[config.mk]
export PLATFORM = sky130hd
export DESIGN_NAME = alu_cmd_sequencer
export DESIGN_NICKNAME = d
export VERILOG_FILES = /design/src/rtl/alu_seq_pkg.sv /design/src/rtl/alu_seq_regfile.sv /design/src/rtl/alu_cmd_sequencer.sv
export SDC_FILE = /design/constraint.sdc
export NUM_CORES = 1
export LEC_CHECK = 0
export ABC_AREA = 0
export CORE_AREA = 2 2 55 57
export DETAILED_ROUTE_END_ITERATION = 12
export DIE_AREA = 0 0 57 59
export DONT_BUFFER_PORTS = 1
export PLACE_DENSITY = 0.76
export SYNTH_ARGS = -nofsm -noshare
export SYNTH_HDL_FRONTEND = slang
export SYNTH_SLANG_ARGS = --single-unit
[constraint.sdc]
create_clock -name clk -period 2.9 [get_ports clk]
set_input_delay 0.58 -clock clk [delete_from_list [all_inputs] [get_ports clk]]
set_output_delay 0.58 -clock clk [all_outputs]
set_load 0.01 [all_outputs]
[src/rtl/alu_seq_pkg.sv]
// Shared types for the ALU command sequencer: command kinds, FSM states and
// the ALU opcode width.
package alu_seq_pkg;

    localparam int ALU_OP_W = 2;

    // Kinds 0..3 map directly onto the ALU opcode through their low bits.
    // 6 and 7 are reserved and answered with an error response.
    typedef enum logic [2:0] {
        ADD   = 3'd0,
        SUB   = 3'd1,
        AND   = 3'd2,
        OR    = 3'd3,
        LOADI = 3'd4,
        READ  = 3'd5
    } cmd_kind_e;

    typedef enum logic [1:0] {
        IDLE  = 2'd0,
        ISSUE = 2'd1,
        RESP  = 2'd2
    } state_e;

    // ALU kinds are exactly the kinds with bit 2 clear.
    function automatic logic is_alu_kind(input logic [2:0] kind);
        return ~kind[2];
    endfunction

endpackage

[src/rtl/alu_seq_regfile.sv]
// Register file for the ALU command sequencer: NREGS x WIDTH entries,
// two combinational read ports, one synchronous write port, and an
// asynchronous clear on rst_n.
module alu_seq_regfile #(
    parameter int WIDTH = 4,
    parameter int NREGS = 4,
    localparam int RAW = $clog2(NREGS)
) (
    input  logic             clk,
    input  logic             rst_n,
    input  logic [RAW-1:0]   rd_addr_a,
    output logic [WIDTH-1:0] rd_data_a,
    input  logic [RAW-1:0]   rd_addr_b,
    output logic [WIDTH-1:0] rd_data_b,
    input  logic             wr_en,
    input  logic [RAW-1:0]   wr_addr,
    input  logic [WIDTH-1:0] wr_data
);

    logic [WIDTH-1:0] mem [NREGS];

    // Storage: cleared on reset, one decoded entry written per cycle.
    always_ff @(posedge clk or negedge rst_n) begin
        if (!rst_n) begin
            for (int i = 0; i < NREGS; i++) begin
                mem[i] <= '0;
            end
        end else begin
            for (int i = 0; i < NREGS; i++) begin
                if (wr_en && (wr_addr == RAW'(i))) begin
                    mem[i] <= wr_data;
                end
            end
        end
    end

    // Read ports see the pre-write contents during a write cycle.
    always_comb begin
        rd_data_a = mem[rd_addr_a];
        rd_data_b = mem[rd_addr_b];
    end

endmodule

[src/rtl/alu_cmd_sequencer.sv]
// ALU command sequencer: accepts register-level commands, drives an external
// combinational ALU, writes results back to its register file and returns
// them on a valid/ready response stream.
// Optional feature macro: ALU_SEQ_FLAGS_EN adds the rsp_zero output.
//
// state | meaning
// ------+---------------------------------------------------------------
// IDLE  | cmd_ready=1; accept a command, register ALU operands/opcode
// ISSUE | ALU inputs stable for one cycle; capture alu_y into rf and rsp
// RESP  | rsp_valid=1; response held until rsp_ready
module alu_cmd_sequencer
    import alu_seq_pkg::*;
#(
    parameter int WIDTH = 4,
    parameter int NREGS = 4,
    localparam int RAW = $clog2(NREGS)
) (
    input  logic                clk,
    input  logic                rst_n,
    input  logic                cmd_valid,
    output logic                cmd_ready,
    input  logic [2:0]          cmd_kind,
    input  logic [RAW-1:0]      cmd_dst,
    input  logic [RAW-1:0]      cmd_srca,
    input  logic [RAW-1:0]      cmd_srcb,
    input  logic [WIDTH-1:0]    cmd_imm,
    output logic [WIDTH-1:0]    alu_a,
    output logic [WIDTH-1:0]    alu_b,
    output logic [ALU_OP_W-1:0] alu_op,
    input  logic [WIDTH-1:0]    alu_y,
    output logic                rsp_valid,
    input  logic                rsp_ready,
    output logic [WIDTH-1:0]    rsp_data,
    output logic                rsp_err
`ifdef ALU_SEQ_FLAGS_EN
    ,
    output logic                rsp_zero
`endif
);

    state_e           state;
    state_e           state_nxt;
    logic             accept;
    logic [RAW-1:0]   lat_dst;
    logic [WIDTH-1:0] rd_a;
    logic [WIDTH-1:0] rd_b;
    logic             wr_en;
    logic [RAW-1:0]   wr_addr;
    logic [WIDTH-1:0] wr_data;
    logic             res_load;
    logic [WIDTH-1:0] res_value;
    logic             res_err;

    // Operand reads are only consumed in IDLE, so the ports follow the
    // command inputs directly.
    alu_seq_regfile #(
        .WIDTH (WIDTH),
        .NREGS (NREGS)
    ) u_regfile (
        .clk       (clk),
        .rst_n     (rst_n),
        .rd_addr_a (cmd_srca),
        .rd_data_a (rd_a),
        .rd_addr_b (cmd_srcb),
        .rd_data_b (rd_b),
        .wr_en     (wr_en),
        .wr_addr   (wr_addr),
        .wr_data   (wr_data)
    );

    // FSM state register.
    always_ff @(posedge clk or negedge rst_n) begin
        if (!rst_n) begin
            state <= IDLE;
        end else begin
            state <= state_nxt;
        end
    end

    // FSM next-state: ALU kinds take an extra ISSUE cycle, others answer at once.
    always_comb begin
        state_nxt = state;
        case (state)
            IDLE: begin
                if (cmd_valid) begin
                    state_nxt = is_alu_kind(cmd_kind) ? ISSUE : RESP;
                end
            end
            ISSUE:   state_nxt = RESP;
            RESP: begin
                if (rsp_ready) begin
                    state_nxt = IDLE;
                end
            end
            default: state_nxt = IDLE;
        endcase
    end

    // FSM outputs: handshakes, register-file write port and result select.
    always_comb begin
        cmd_ready = 1'b0;
        rsp_valid = 1'b0;
        accept    = 1'b0;
        wr_en     = 1'b0;
        wr_addr   = cmd_dst;
        wr_data   = cmd_imm;
        res_load  = 1'b0;
        res_value = '0;
        res_err   = 1'b0;
        case (state)
            IDLE: begin
                cmd_ready = 1'b1;
                accept    = cmd_valid;
                if (cmd_valid) begin
                    case (cmd_kind)
                        ADD, SUB, AND, OR: begin
                            // Result arrives in ISSUE; only clear the error now.
                            res_load  = 1'b0;
                        end
                        LOADI: begin
                            wr_en     = 1'b1;
                            res_load  = 1'b1;
                            res_value = cmd_imm;
                        end
                        READ: begin
                            res_load  = 1'b1;
                            res_value = rd_a;
                        end
                        default: begin
                            res_load  = 1'b1;
                            res_err   = 1'b1;
                        end
                    endcase
                end
            end
            ISSUE: begin
                wr_en     = 1'b1;
                wr_addr   = lat_dst;
                wr_data   = alu_y;
                res_load  = 1'b1;
                res_value = alu_y;
            end
            RESP: begin
                rsp_valid = 1'b1;
            end
            default: begin
                cmd_ready = 1'b0;
            end
        endcase
    end

    // ALU drive registers: loaded only on accepting an ALU kind, held otherwise.
    always_ff @(posedge clk or negedge rst_n) begin
        if (!rst_n) begin
            alu_a   <= '0;
            alu_b   <= '0;
            alu_op  <= '0;
            lat_dst <= '0;
        end else if (accept) begin
            lat_dst <= cmd_dst;
            if (is_alu_kind(cmd_kind)) begin
                alu_a  <= rd_a;
                alu_b  <= rd_b;
                alu_op <= cmd_kind[ALU_OP_W-1:0];
            end
        end
    end

    // Response registers: rsp_err tracks the latest accepted command's kind.
    always_ff @(posedge clk or negedge rst_n) begin
        if (!rst_n) begin
            rsp_data <= '0;
            rsp_err  <= 1'b0;
        end else begin
            if (accept) begin
                rsp_err <= res_err;
            end
            if (res_load) begin
                rsp_data <= res_value;
            end
        end
    end

`ifdef ALU_SEQ_FLAGS_EN
    // Zero flag follows rsp_data; a reserved kind never reports zero.
    always_ff @(posedge clk or negedge rst_n) begin
        if (!rst_n) begin
            rsp_zero <= 1'b0;
        end else if (res_load) begin
            rsp_zero <= (res_value == '0) && !res_err;
        end
    end
`endif

endmodule

; ---- Word level (Yosys, flattened, before mapping)
; Index checks and enable logic that the tools add are counted.
[op_classes]
n_lt_le_gt_ge = 2
n_eq_ne = 12
n_mux = 27
bitwise_logic = 3
n_reduce_logical = 11
[op_table]
columns = cell, n
row1 = 4-bit 2-to-1 mux, 6
row2 = 4-bit binary-select mux with 2-bit select, 2
row3 = 4-bit case mux with 2 select lines, 2
row4 = 1-bit 2-to-1 mux, 10
row5 = 2-bit 2-to-1 mux, 4
row6 = 2-bit equality test (second input constant), 3
row7 = 3-bit by 2-bit equality test with 1-bit output (second input constant), 2
row8 = 3-bit equality test (second input constant), 2
row9 = 3-bit greater-or-equal comparator (second input constant), 2
row10 = 2-bit NOT with 3-bit output, 2
row11 = 2-bit case mux with 3 select lines, 1
row12 = 6-bit OR reduction, 1
row13 = 2-bit by 1-bit equality test with 1-bit output (second input constant), 2
row14 = 1-bit logical AND, 4
row15 = 2-bit zero test, 2
row16 = 2-bit != test (second input constant), 2
row17 = 1-bit case mux with 2 select lines, 2
row18 = 2-bit AND reduction, 2
row19 = 4-bit OR reduction, 1
row20 = 3-bit by 1-bit equality test with 1-bit output (second input constant), 1
row21 = 3-bit zero test, 1
row22 = 1-bit NOT, 1
[totals]
regBits = 35
in_bits = 21
output_inout_bits = 17

; ---- Logic depth before layout (Yosys ltp)
; Gate-level depths: netlist (run 1).
[depth]
depth_word = 7
ltp_mapped = 6
mapped_depth_nobuf = 4

; ---- Cells and area by module
; From an unflattened synthesis (run 1), not the netlist that was laid out.
[unflattened]
cells_unflattened = 113
hier_area_um2 = 1760.4
[by_module_without_submodules]
columns = mod, instances, cells_per_inst, area_per_inst_um2, seq_area_each_um2
row1 = alu_cmd_sequencer, 1, 69, 953.4, 475.5
row2 = alu_seq_regfile, 1, 44, 807.0, 400.4

; ---- Worst setup path after synthesis (run 1)
; OpenSTA, ideal clock, no wires.
[synth_path]
path_type = input to register
from = input port cmd_kind[0]
to = register u_regfile.mem[0] in the netlist's numbering
setup_time_ns = 0.125
t_arrival_ns = 1.745
required_time_ns = 2.775
slack_ns = 1.030
stages = 6
path_buffers = 2
path_cell_list = buf_2 -> nor4_1 -> a41oi_1 -> or2_1 -> buf_6 -> mux2_4
[synth_between]
elab_chain_len = 5
[synth_lines]
columns = element, line
row1 = from (decl), alu_cmd_sequencer.sv:22  ; input logic [2:0] cmd_kind,
row2 = 3-bit equality test, alu_cmd_sequencer.sv:115  ; case (cmd_kind)
row3 = 1-bit 2-to-1 mux, alu_cmd_sequencer.sv:115
row4 = 1-bit 2-to-1 mux, alu_cmd_sequencer.sv:114  ; if (cmd_valid) begin
row5 = 1-bit case mux with 2 select lines, alu_cmd_sequencer.sv:110  ; case (state)
row6 = 1-bit logical AND, alu_seq_regfile.sv:30  ; if (wr_en && (wr_addr == RAW'(i))) begin
row7 = "to (signal, indexed assignment)", alu_seq_regfile.sv:31  ; mem[i] <= wr_data;
row8 = to (decl), alu_seq_regfile.sv:20  ; logic [WIDTH-1:0] mem [NREGS];
; No other way between the ends.
; A chain may end at the register's enable or synchronous reset.

; ---- Worst setup path in the final report (run 1)
[layout_path]
from = register state[0]
to = register u_regfile.mem[1] in the netlist's numbering
[layout_between]
elab_chain_len = 4
elab_cells_between_ends = 7
[layout_lines]
columns = element, line
row1 = from (decl), alu_cmd_sequencer.sv:41  ; state_e state;
row2 = from (signal assigned), alu_cmd_sequencer.sv:76  ; state <= state_nxt;
row3 = 2-bit by 1-bit equality test with 1-bit output, alu_cmd_sequencer.sv:110
row4 = 2-bit 2-to-1 mux, alu_cmd_sequencer.sv:110
row5 = 2-bit equality test, alu_seq_regfile.sv:30
row6 = 1-bit logical AND, alu_seq_regfile.sv:30
; Parallel ways exist; a longest one is shown, timed or not.

==> flow_metrics.env, run 1 <==
export IMPL_ys_ff_latch=35
export IMPL_first_pass_iters=4
export IMPL_path_buf_inv=0
export IMPL_cpPeakStageDelay_ps=430
export IMPL_fin_skew_ps=12.0
export IMPL_tightest_slew_ps=397
export IMPL_place_worst_setup_slack_ps=961
export IMPL_required_ps=3130
export IMPL_seq_area_frac_synth_pct=51.4
export IMPL_final_cells=160
export IMPL_drtAntennaViolNets=0
export IMPL_pwr_density_cell_nw_per_um2=925
export IMPL_fin_tns_setup_ps=0
export IMPL_drt_iter0_drc=51
export IMPL_insertion_delay_ps=340
export IMPL_path_delay_family="simple AND/OR/NAND/NOR gates"
export IMPL_n_antenna_cell=0
export IMPL_setup_slack_ps=970
export IMPL_core_area_um2=2710
export IMPL_leakage_nw=0.824
export IMPL_fmax_mhz=518
export IMPL_cts_buffer_depth=2
export IMPL_critPathMaxFanout=9
export IMPL_seqCellArea_um2=876
export IMPL_rows=19
export IMPL_syn_to_final_growth_pct=7.04
export IMPL_grt_max_degree=36
export IMPL_cts_sinks=35
export IMPL_drive_above_1_share_pct=37.2
export IMPL_grt_use_total_pct=22.1
export IMPL_reg2reg_slack_ps=970
export IMPL_hold_ws_ps=53.4
export IMPL_synth_area_um2=1710
export IMPL_dieArea_um2=3360
export IMPL_io_buffer_count=0
export IMPL_grt_pass1_wl_um=5470
export IMPL_place_gp_congestion=0.814
export IMPL_syn_nets=144
export IMPL_nFillCells=195
export IMPL_grt_ovfl_total=0
export IMPL_critPathArrivalTime_ps=2160
export IMPL_ctsResizeCount=0
export IMPL_wl_per_cell_um=20.6
export IMPL_end_kind="flip-flop"
export IMPL_die_h_um=59
export IMPL_criticalPathCategory="flip-flop to flip-flop"
export IMPL_clock_root_buffer="clkbuf_4"
export IMPL_cp_slowest_cell="dfrtp_1"
export IMPL_dp_hpwl_um=2490
export IMPL_numCtsBuffers=5
export IMPL_rsz0062_at_grt="no"
export IMPL_cts_setup_buffers=0
export IMPL_syn_area_per_cell_um2=13.9
export IMPL_cap_violations=0
export IMPL_cts_clk_slew_worst_paths_ps=110
export IMPL_dieWidth_um=57
export IMPL_antenna_found_initial=0
export IMPL_drc=0
export IMPL_ir_drop_mv=0.674
export IMPL_dpl_cell_count=151
export IMPL_multi_input_area_um2=793
export IMPL_finalHoldViolations=0
export IMPL_htree_levels=2
export IMPL_yosys_warnings=0
export IMPL_path_cells="nor2b_2, mux2i_1, or2_1, mux2_4"
export IMPL_io_pins=38
export IMPL_start_kind="flip-flop"
export IMPL_slew_viol_final=0
export IMPL_post_route_min_period_ps=1930
export IMPL_relSlewSlack_pct=73.4
export IMPL_synth_cells=123
export IMPL_via_per_inst=6.47
export IMPL_grt_pass1_vias=1092
export IMPL_wirelength_um=3300
export IMPL_cts_tree="built"
export IMPL_hold_class="input port to async pin"
export IMPL_timing_rr_start="state[0]$_DFFE_PN0P_"
export IMPL_timing_final_crit_share_pct=66.6
export IMPL_status="completed"
export IMPL_via_count=1035
export IMPL_setup_violations=0
export IMPL_total_power_mw=1.69
export IMPL_start_util_pct=62.9
export IMPL_r2r_end="u_regfile.mem[1]$_DFFE_PN0P_"
export IMPL_synth_cell_types=24
export IMPL_layout_nets=149
export IMPL_r2r_cells=4
## cells in the mapped netlist (all sizes together)
library cell | number | share of area (%)
nor2b | 1 | 0.51
and3b | 2 | 1.0
mux2i | 5 | 2.9
nand4b | 1 | 0.51
nor4 | 1 | 0.37
mux2 | 28 | 19
inv | 1 | 0.22
dfrtp | 35 | 51
o21ai | 6 | 1.8
a21oi | 1 | 0.29
nor2 | 2 | 0.44
nand2b | 1 | 0.37
o2bb2ai | 1 | 0.51
and2b | 2 | 0.88
mux4 | 8 | 11
or2b | 1 | 0.44
a22oi | 4 | 1.8
or2 | 2 | 0.73
buf | 4 | 1.9
nand2 | 16 | 3.5
a41oi | 1 | 0.51
## timing repair
action	4_1_cts	5_1_grt
endpoints found under the hold margin	35	0
hold buffers	1	0
setup endpoints to repair	0	0
## cell families (layout without fill, tap and decap cells)
group	after synthesis	in the layout	synth area share, %
and+or+nand+nor	29	29	8.81
AOI/OAI and AO/OA	13	13	4.84
buffers and inverters	5	11	2.13
DFF	35	35	51.4
muxes	41	41	32.9
## flip-flops by register name, indices dropped and copies added (netlist names)
signal         count
alu_a              4
alu_b              4
lat_dst            2
rsp_data           4
rsp_err            1
u_regfile.mem     16
state              2
alu_op             2
## per-layer routing
metal / global-route usage [%] / share of wire [%] / wire [um]
met5: 0 / 0 / 0
met3: 8.95 / 7.8 / 256
met1: 26.9 / 40 / 1330
met4: 7.97 / 1.1 / 36
met2: 36.0 / 51 / 1680
## area by class of cell
class | instances | share of cell area [%]
clock buffer | 6 | 2.81
clock inverter | 2 | 1.92
inverter | 1 | 0.206
multi-input combinational | 83 | 43.5
sequential | 35 | 48.0
tap | 31 | 2.12
timing repair buffer | 2 | 1.51
## how the worst max path moves through the flow
stage	start	endpoint	slack [ps]	cells past startpoint
floorplan	cmd_kind[0]	u_regfile.mem[0]$_DFFE_PN0P_	1030	6
global placement	cmd_kind[1]	u_regfile.mem[4]$_DFFE_PN0P_	1020	4
detailed placement	cmd_kind[1]	u_regfile.mem[3]$_DFFE_PN0P_	960	4
CTS	state[1]$_DFFE_PN0P_	u_regfile.mem[1]$_DFFE_PN0P_	980	4
global route	state[0]$_DFFE_PN0P_	u_regfile.mem[1]$_DFFE_PN0P_	860	4
finish	state[0]$_DFFE_PN0P_	u_regfile.mem[1]$_DFFE_PN0P_	970	4
## where the power goes
part / switching [mW] / leakage [nW] / internal (mW)
sequential: 0.195 / 0.434 / 0.696
combinational: 0.148 / 0.342 / 0.286
clock: 0.161 / 0.0482 / 0.204
## through the flow
| step | area (um2) | util [%] |
|---|---|---|
| global route | 1830 | 67.4 |
| floorplan | 1710 | - |
| CTS | 1830 | 67.4 |
| global placement | 1720 | 63.4 |
| finish | 1830 | 67.4 |
| detailed placement | 1720 | 63.4 |
## cell usage in the layout, fill, tap and decap left out
cell / count
a41oi_1: 1
clkinv_2: 1
buf_12: 1
and3b_1: 2
buf_4: 1
or2_1: 1
bufinv_16: 1
dfrtp_1: 35
or2_2: 1
clkbuf_4: 5
mux2i_1: 5
nor2_1: 2
nand2_1: 16
or2b_1: 1
o2bb2ai_1: 1
clkbuf_8: 1
nand4b_1: 1
o21ai_0: 6
nand2b_1: 1
mux2_2: 24
mux2_4: 4
and2b_1: 2
nor4_1: 1
a22oi_1: 4
mux4_2: 8
inv_1: 1
nor2b_2: 1
a21oi_1: 1
Power figures use the tool's default switching activity.
==> run 2: changes to the inputs <==
Settings changed: CORE_AREA 2 2 55 57 to 2 2 56 58, DIE_AREA 0 0 57 59 to 0 0 58 60, PLACE_DENSITY 0.76 to 0.73.
Clock period 2.9 ns to 2 ns, I/O delays scaled along.
==> run 2 against run 1 <==
Against the previous run:
- first-iteration DRC count fell by 41%
- flip-flop and latch count did not move
- global-route usage fell by 1.2 points
- combinational power rose by 46%
- sequential share of layout area rose by 0.23 points
- critical path type unchanged
- via count fell by 0.87%
- cell area fell by 0.48%
==> flow_metrics.env, run 2 (synthesis results as in run 1) <==
export IMPL_status="completed"
export IMPL_largest_register_ffs=16
export IMPL_fin_tns_setup_ps=0
export IMPL_drc=0
export IMPL_first_pass_iters=4
export IMPL_grt_pass1_wl_um=5240
export IMPL_timing_final_crit_share_pct=90.5
export IMPL_io_buffer_count=0
export IMPL_holdPathStages=1
export IMPL_hold_start="rsp_ready"
export IMPL_post_route_min_period_ps=1810
export IMPL_cts_tree="built"
export IMPL_slew_viol_final=0
export IMPL_fmax_mhz=552
export IMPL_dp_hpwl_um=2430
export IMPL_hold_class="input port to flip-flop"
export IMPL_cts_sinks=35
export IMPL_ir_drop_mv=0.689
export IMPL_start_kind="flip-flop"
export IMPL_htree_levels=2
export IMPL_cts_buffer_depth=2
export IMPL_leakage_nw=0.819
export IMPL_r2r_end="u_regfile.mem[6]$_DFFE_PN0P_"
export IMPL_grt_pass1_vias=1029
export IMPL_required_ps=2230
export IMPL_layout_common_cells="dfrtp_1, mux2_2, nand2_1"
export IMPL_hold_buffers=2
export IMPL_io_pins=38
export IMPL_cpPeakStageDelay_ps=450
export IMPL_timing_rr_start="state[1]$_DFFE_PN0P_"
export IMPL_cap_violations=0
export IMPL_numCtsBuffers=5
export IMPL_start_util_pct=58.8
export IMPL_clock_root_buffer="clkbuf_4"
export IMPL_final_common_cell="dfrtp_1"
export IMPL_layout_nets=152
export IMPL_antenna_found_initial=0
export IMPL_drive_above_1_share_pct=36.4
export IMPL_cts_setup_buffers=0
export IMPL_rows=20
export IMPL_critPathArrivalTime_ps=2040
export IMPL_grt_max_degree=36
export IMPL_n_antenna_cell=0
export IMPL_r2r_cells=4
export IMPL_core_area_um2=2900
export IMPL_grt_use_total_pct=20.9
export IMPL_post_route_util_pct=62.6
export IMPL_finalHoldViolations=0
export IMPL_insertion_delay_ps=340
export IMPL_via_count=1026
export IMPL_fin_skew_ps=7.07
export IMPL_critPathMaxFanout=7
export IMPL_end_kind="flip-flop"
export IMPL_cts_clk_slew_worst_paths_ps=100
export IMPL_pwr_density_cell_nw_per_um2=1260
export IMPL_wl_per_cell_um=19.5
export IMPL_ctsResizeCount=0
export IMPL_reg2reg_slack_ps=190
export IMPL_rsz0062_at_grt="no"
export IMPL_path_delay_family="simple AND/OR/NAND/NOR gates"
export IMPL_drt_iter0_drc=30
export IMPL_criticalPathCategory="flip-flop to flip-flop"
export IMPL_via_per_inst=6.22
export IMPL_path_buf_inv=0
export IMPL_hold_path_end="state[1]$_DFFE_PN0P_"
export IMPL_path_cells="nor4_1, a41oi_1, and2b_1, mux2_2"
export IMPL_cp_slowest_cell="dfrtp_1"
export IMPL_top_register="u_regfile.mem"
export IMPL_syn_to_final_growth_pct=6.53
export IMPL_dieArea_um2=3480
export IMPL_setup_violations=0
export IMPL_relSlewSlack_pct=75.5
export IMPL_grt_ovfl_total=0
export IMPL_tightest_slew_ps=364
export IMPL_dieWidth_um=58
export IMPL_wirelength_um=3210
export IMPL_hold_ws_ps=202
export IMPL_drtAntennaViolNets=0
export IMPL_die_h_um=60
export IMPL_place_gp_congestion=0.801
==> run 2: changes by cell type in the layout (fill, tap and decap cells not counted) <==
cell           before  now
clkbuf_8            1    0
clkbuf_1            0    2
buf_4               1    3
dlygate4sd3_1       0    1
bufinv_16           1    0
==> run 2: worst max path at each step <==
stage | start | end | slack, ps | cells past startpoint
6_report | state[1]$_DFFE_PN0P_ | u_regfile.mem[6]$_DFFE_PN0P_ | 190 | 4
5_1_grt | state[1]$_DFFE_PN0P_ | u_regfile.mem[4]$_DFFE_PN0P_ | 50 | 4
4_1_cts | state[1]$_DFFE_PN0P_ | u_regfile.mem[6]$_DFFE_PN0P_ | 200 | 4
3_5_place_dp | state[1]$_DFFE_PN0P_ | u_regfile.mem[6]$_DFFE_PN0P_ | 210 | 4
3_3_place_gp | state[1]$_DFFE_PN0P_ | u_regfile.mem[7]$_DFFE_PN0P_ | 250 | 4
2_1_floorplan | cmd_kind[0] | u_regfile.mem[0]$_DFFE_PN0P_ | 310 | 6
==> run 2: power breakdown <==
part	total (mW)	internal [mW]	leakage, nW	switching [mW]
registers	1.29	1.01	0.434	0.280
clock network	0.364	0.137	0.0293	0.227
logic	0.632	0.424	0.356	0.208
total	2.28	1.57	0.819	0.715
==> run 2: per-stage QoR <==
step           setup slack, ps  power [mW]  std cells  cell area (um2)
6_report                   190        2.28        165             1820
5_1_grt                   46.1        2.43        165             1820
4_1_cts                    197        2.30        165             1820
3_5_place_dp               209        1.92        155             1740
3_3_place_gp               247        1.88        155             1740
2_1_floorplan              310        1.76        123             1710
==> run 2: cell type report <==
cell class,instances,area (um2)
Multi-Input combinational cell,83,793
Tap cell,33,41.3
Clock buffer,7,45.0
Clock inverter,1,5.00
Sequential cell,35,876
Inverter,1,3.75
Timing Repair Buffer,5,52.6
Fill cell,230,1090
==> run 2: layer usage <==
metal	routed length, um	track usage, %	share of wire [%]	up-vias
li1	-	-	-	472
met1	1440	27.2	45	520
met2	1540	33.0	48	29
met3	177	7.36	5.5	5
met4	48	6.98	1.5	0
met5	0	0	0	-
==> run 3: changes to the inputs <==
Settings changed: CAP_MARGIN set to 10, SETUP_SLACK_MARGIN set to 0.2.
==> run 3 against run 2 <==
Against the previous run:
- global-route usage stayed put
- die area unchanged
- sequential power about the same
- routed wire length fell by 0.28%
- non-clock buffer count is the same
- clock power about the same
- register-to-register slack better by 100 ps
- cell count stayed put
- largest cell class unchanged
==> flow_metrics.env, run 3 (synthesis results as in run 1) <==
export IMPL_status="completed"
export IMPL_fmax_mhz=586
export IMPL_drtAntennaViolNets=0
export IMPL_tightest_slew_ps=269
export IMPL_slew_viol_final=0
export IMPL_grt_use_total_pct=20.9
export IMPL_start_kind="flip-flop"
export IMPL_grt_max_degree=36
export IMPL_antenna_found_initial=0
export IMPL_leakage_nw=0.821
export IMPL_hold_class="input port to flip-flop"
export IMPL_n_antenna_cell=0
export IMPL_ir_drop_mv=0.689
export IMPL_layout_nets=152
export IMPL_top_register="u_regfile.mem"
export IMPL_wl_per_cell_um=19.4
export IMPL_end_kind="flip-flop"
export IMPL_dp_hpwl_um=2430
export IMPL_post_route_min_period_ps=1710
export IMPL_drc=0
export IMPL_fin_tns_setup_ps=0
export IMPL_final_area_um2=1840
export IMPL_numCtsBuffers=5
export IMPL_final_cells=165
export IMPL_drt_iter0_drc=33
export IMPL_die_h_um=60
export IMPL_final_common_cell="dfrtp_1"
export IMPL_pwr_density_cell_nw_per_um2=1250
export IMPL_grt_pass1_vias=1029
export IMPL_place_worst_setup_slack_ps=209
export IMPL_cts_buffer_depth=2
export IMPL_required_ps=2230
export IMPL_grt_pass1_wl_um=5230
export IMPL_htree_levels=2
export IMPL_drive_above_1_share_pct=40.9
export IMPL_setup_slack_ps=292
export IMPL_core_area_um2=2900
export IMPL_cap_violations=0
export IMPL_dieArea_um2=3480
export IMPL_critPathArrivalTime_ps=1940
export IMPL_first_pass_iters=4
export IMPL_dpl_cell_count=155
export IMPL_timing_final_crit_share_pct=85.4
export IMPL_layout_common_cells="dfrtp_1, mux2_2, nand2_1"
export IMPL_via_count=1034
export IMPL_fin_skew_ps=7.14
export IMPL_setup_violations=0
export IMPL_cts_sinks=35
export IMPL_critPathMaxFanout=7
export IMPL_start_util_pct=58.8
export IMPL_place_area_um2=1740
export IMPL_rsz0062_at_grt="yes"
export IMPL_place_gp_congestion=0.801
export IMPL_relSlewSlack_pct=81.5
export IMPL_insertion_delay_ps=340
export IMPL_finalHoldViolations=0
export IMPL_io_buffer_count=0
export IMPL_clock_root_buffer="clkbuf_4"
export IMPL_cts_clk_slew_worst_paths_ps=100
export IMPL_wirelength_um=3200
export IMPL_grt_ovfl_total=0
export IMPL_rows=20
export IMPL_largest_register_ffs=16
export IMPL_dieWidth_um=58
export IMPL_cts_setup_buffers=0
export IMPL_syn_to_final_growth_pct=7.92
export IMPL_criticalPathCategory="flip-flop to flip-flop"
export IMPL_cts_tree="built"
export IMPL_via_per_inst=6.27
export IMPL_io_pins=38
-- run 3: cell types whose count changed in the layout (fill, tap and decap cells not counted) --
cell	previous run	this run
or2_1	1	0
or2_4	0	1
nor2_1	2	1
nor2_2	0	1
dfrtp_2	0	1
dfrtp_1	35	34
nor4_4	0	1
and2b_1	2	0
nor4_1	1	0
and2b_2	0	2
-- run 3: where the power goes --
part / internal (mW) / leakage (nW) / switching [mW]
Combinational: 0.428 / 0.359 / 0.209
Clock: 0.137 / 0.0293 / 0.226
Sequential: 1.01 / 0.432 / 0.283
Total: 1.57 / 0.821 / 0.717
-- run 3: final cells by class --
class,instances,area [um2]
clock buffer,7,45.0
clock inverter,1,5.00
fill,227,1060
inverter,1,3.75
multi-input combinational,83,816
sequential,35,877
tap,33,41.3
timing repair buffer,5,52.6
-- run 3: worst max-delay path, cell delays in order (launching register included) --
cell     delay (ps)
dfrtp_1         470
nor4_4          300
a41oi_1         190
and2b_2         300
mux2_2          340
-- run 3: per-stage QoR --
step	hold slack (ps)	total power, mW	util (%)
3_3_place_gp	105	1.88	59.8
5_1_grt	179	2.44	63.4
3_5_place_dp	105	1.92	59.8
2_1_floorplan	104	1.76	-
4_1_cts	193	2.30	62.8
6_report	203	2.29	63.4
-- run 3: final timing paths --
kind	start	endpoint	slack, ps	cells past startpoint
max	state[1]$_DFFE_PN0P_	u_regfile.mem[6]$_DFFE_PN0P_	290	4
min	rsp_ready	state[1]$_DFFE_PN0P_	200	1
max reg2reg	state[1]$_DFFE_PN0P_	u_regfile.mem[6]$_DFFE_PN0P_	290	4
min reg2reg	lat_dst[0]$_DFFE_PN0P_	lat_dst[0]$_DFFE_PN0P_	520	1
max in group asynchronous	rst_n	state[0]$_DFFE_PN0P_	1310	2
min in group asynchronous	rst_n	rsp_data[1]$_DFFE_PN0P_	500	2
-- run 3: timing repair --
| item | in CTS | in global routing |
|---|---|---|
| setup endpoints to repair | 1 | 21 |
| hold buffers | 2 | 0 |
| gates resized for setup | 1 | 6 |
| endpoints found under the hold margin | 35 | 0 |
-- run 3: per-layer routing --
| metal | share of wire [%] | global-route usage [%] | vias up |
|---|---|---|---|
| li1 | - | - | 474 |
| met1 | 44 | 27.2 | 525 |
| met2 | 49 | 33.0 | 30 |
| met3 | 5.5 | 7.36 | 5 |
| met4 | 1.4 | 6.98 | 0 |
| met5 | 0 | 0 | - |
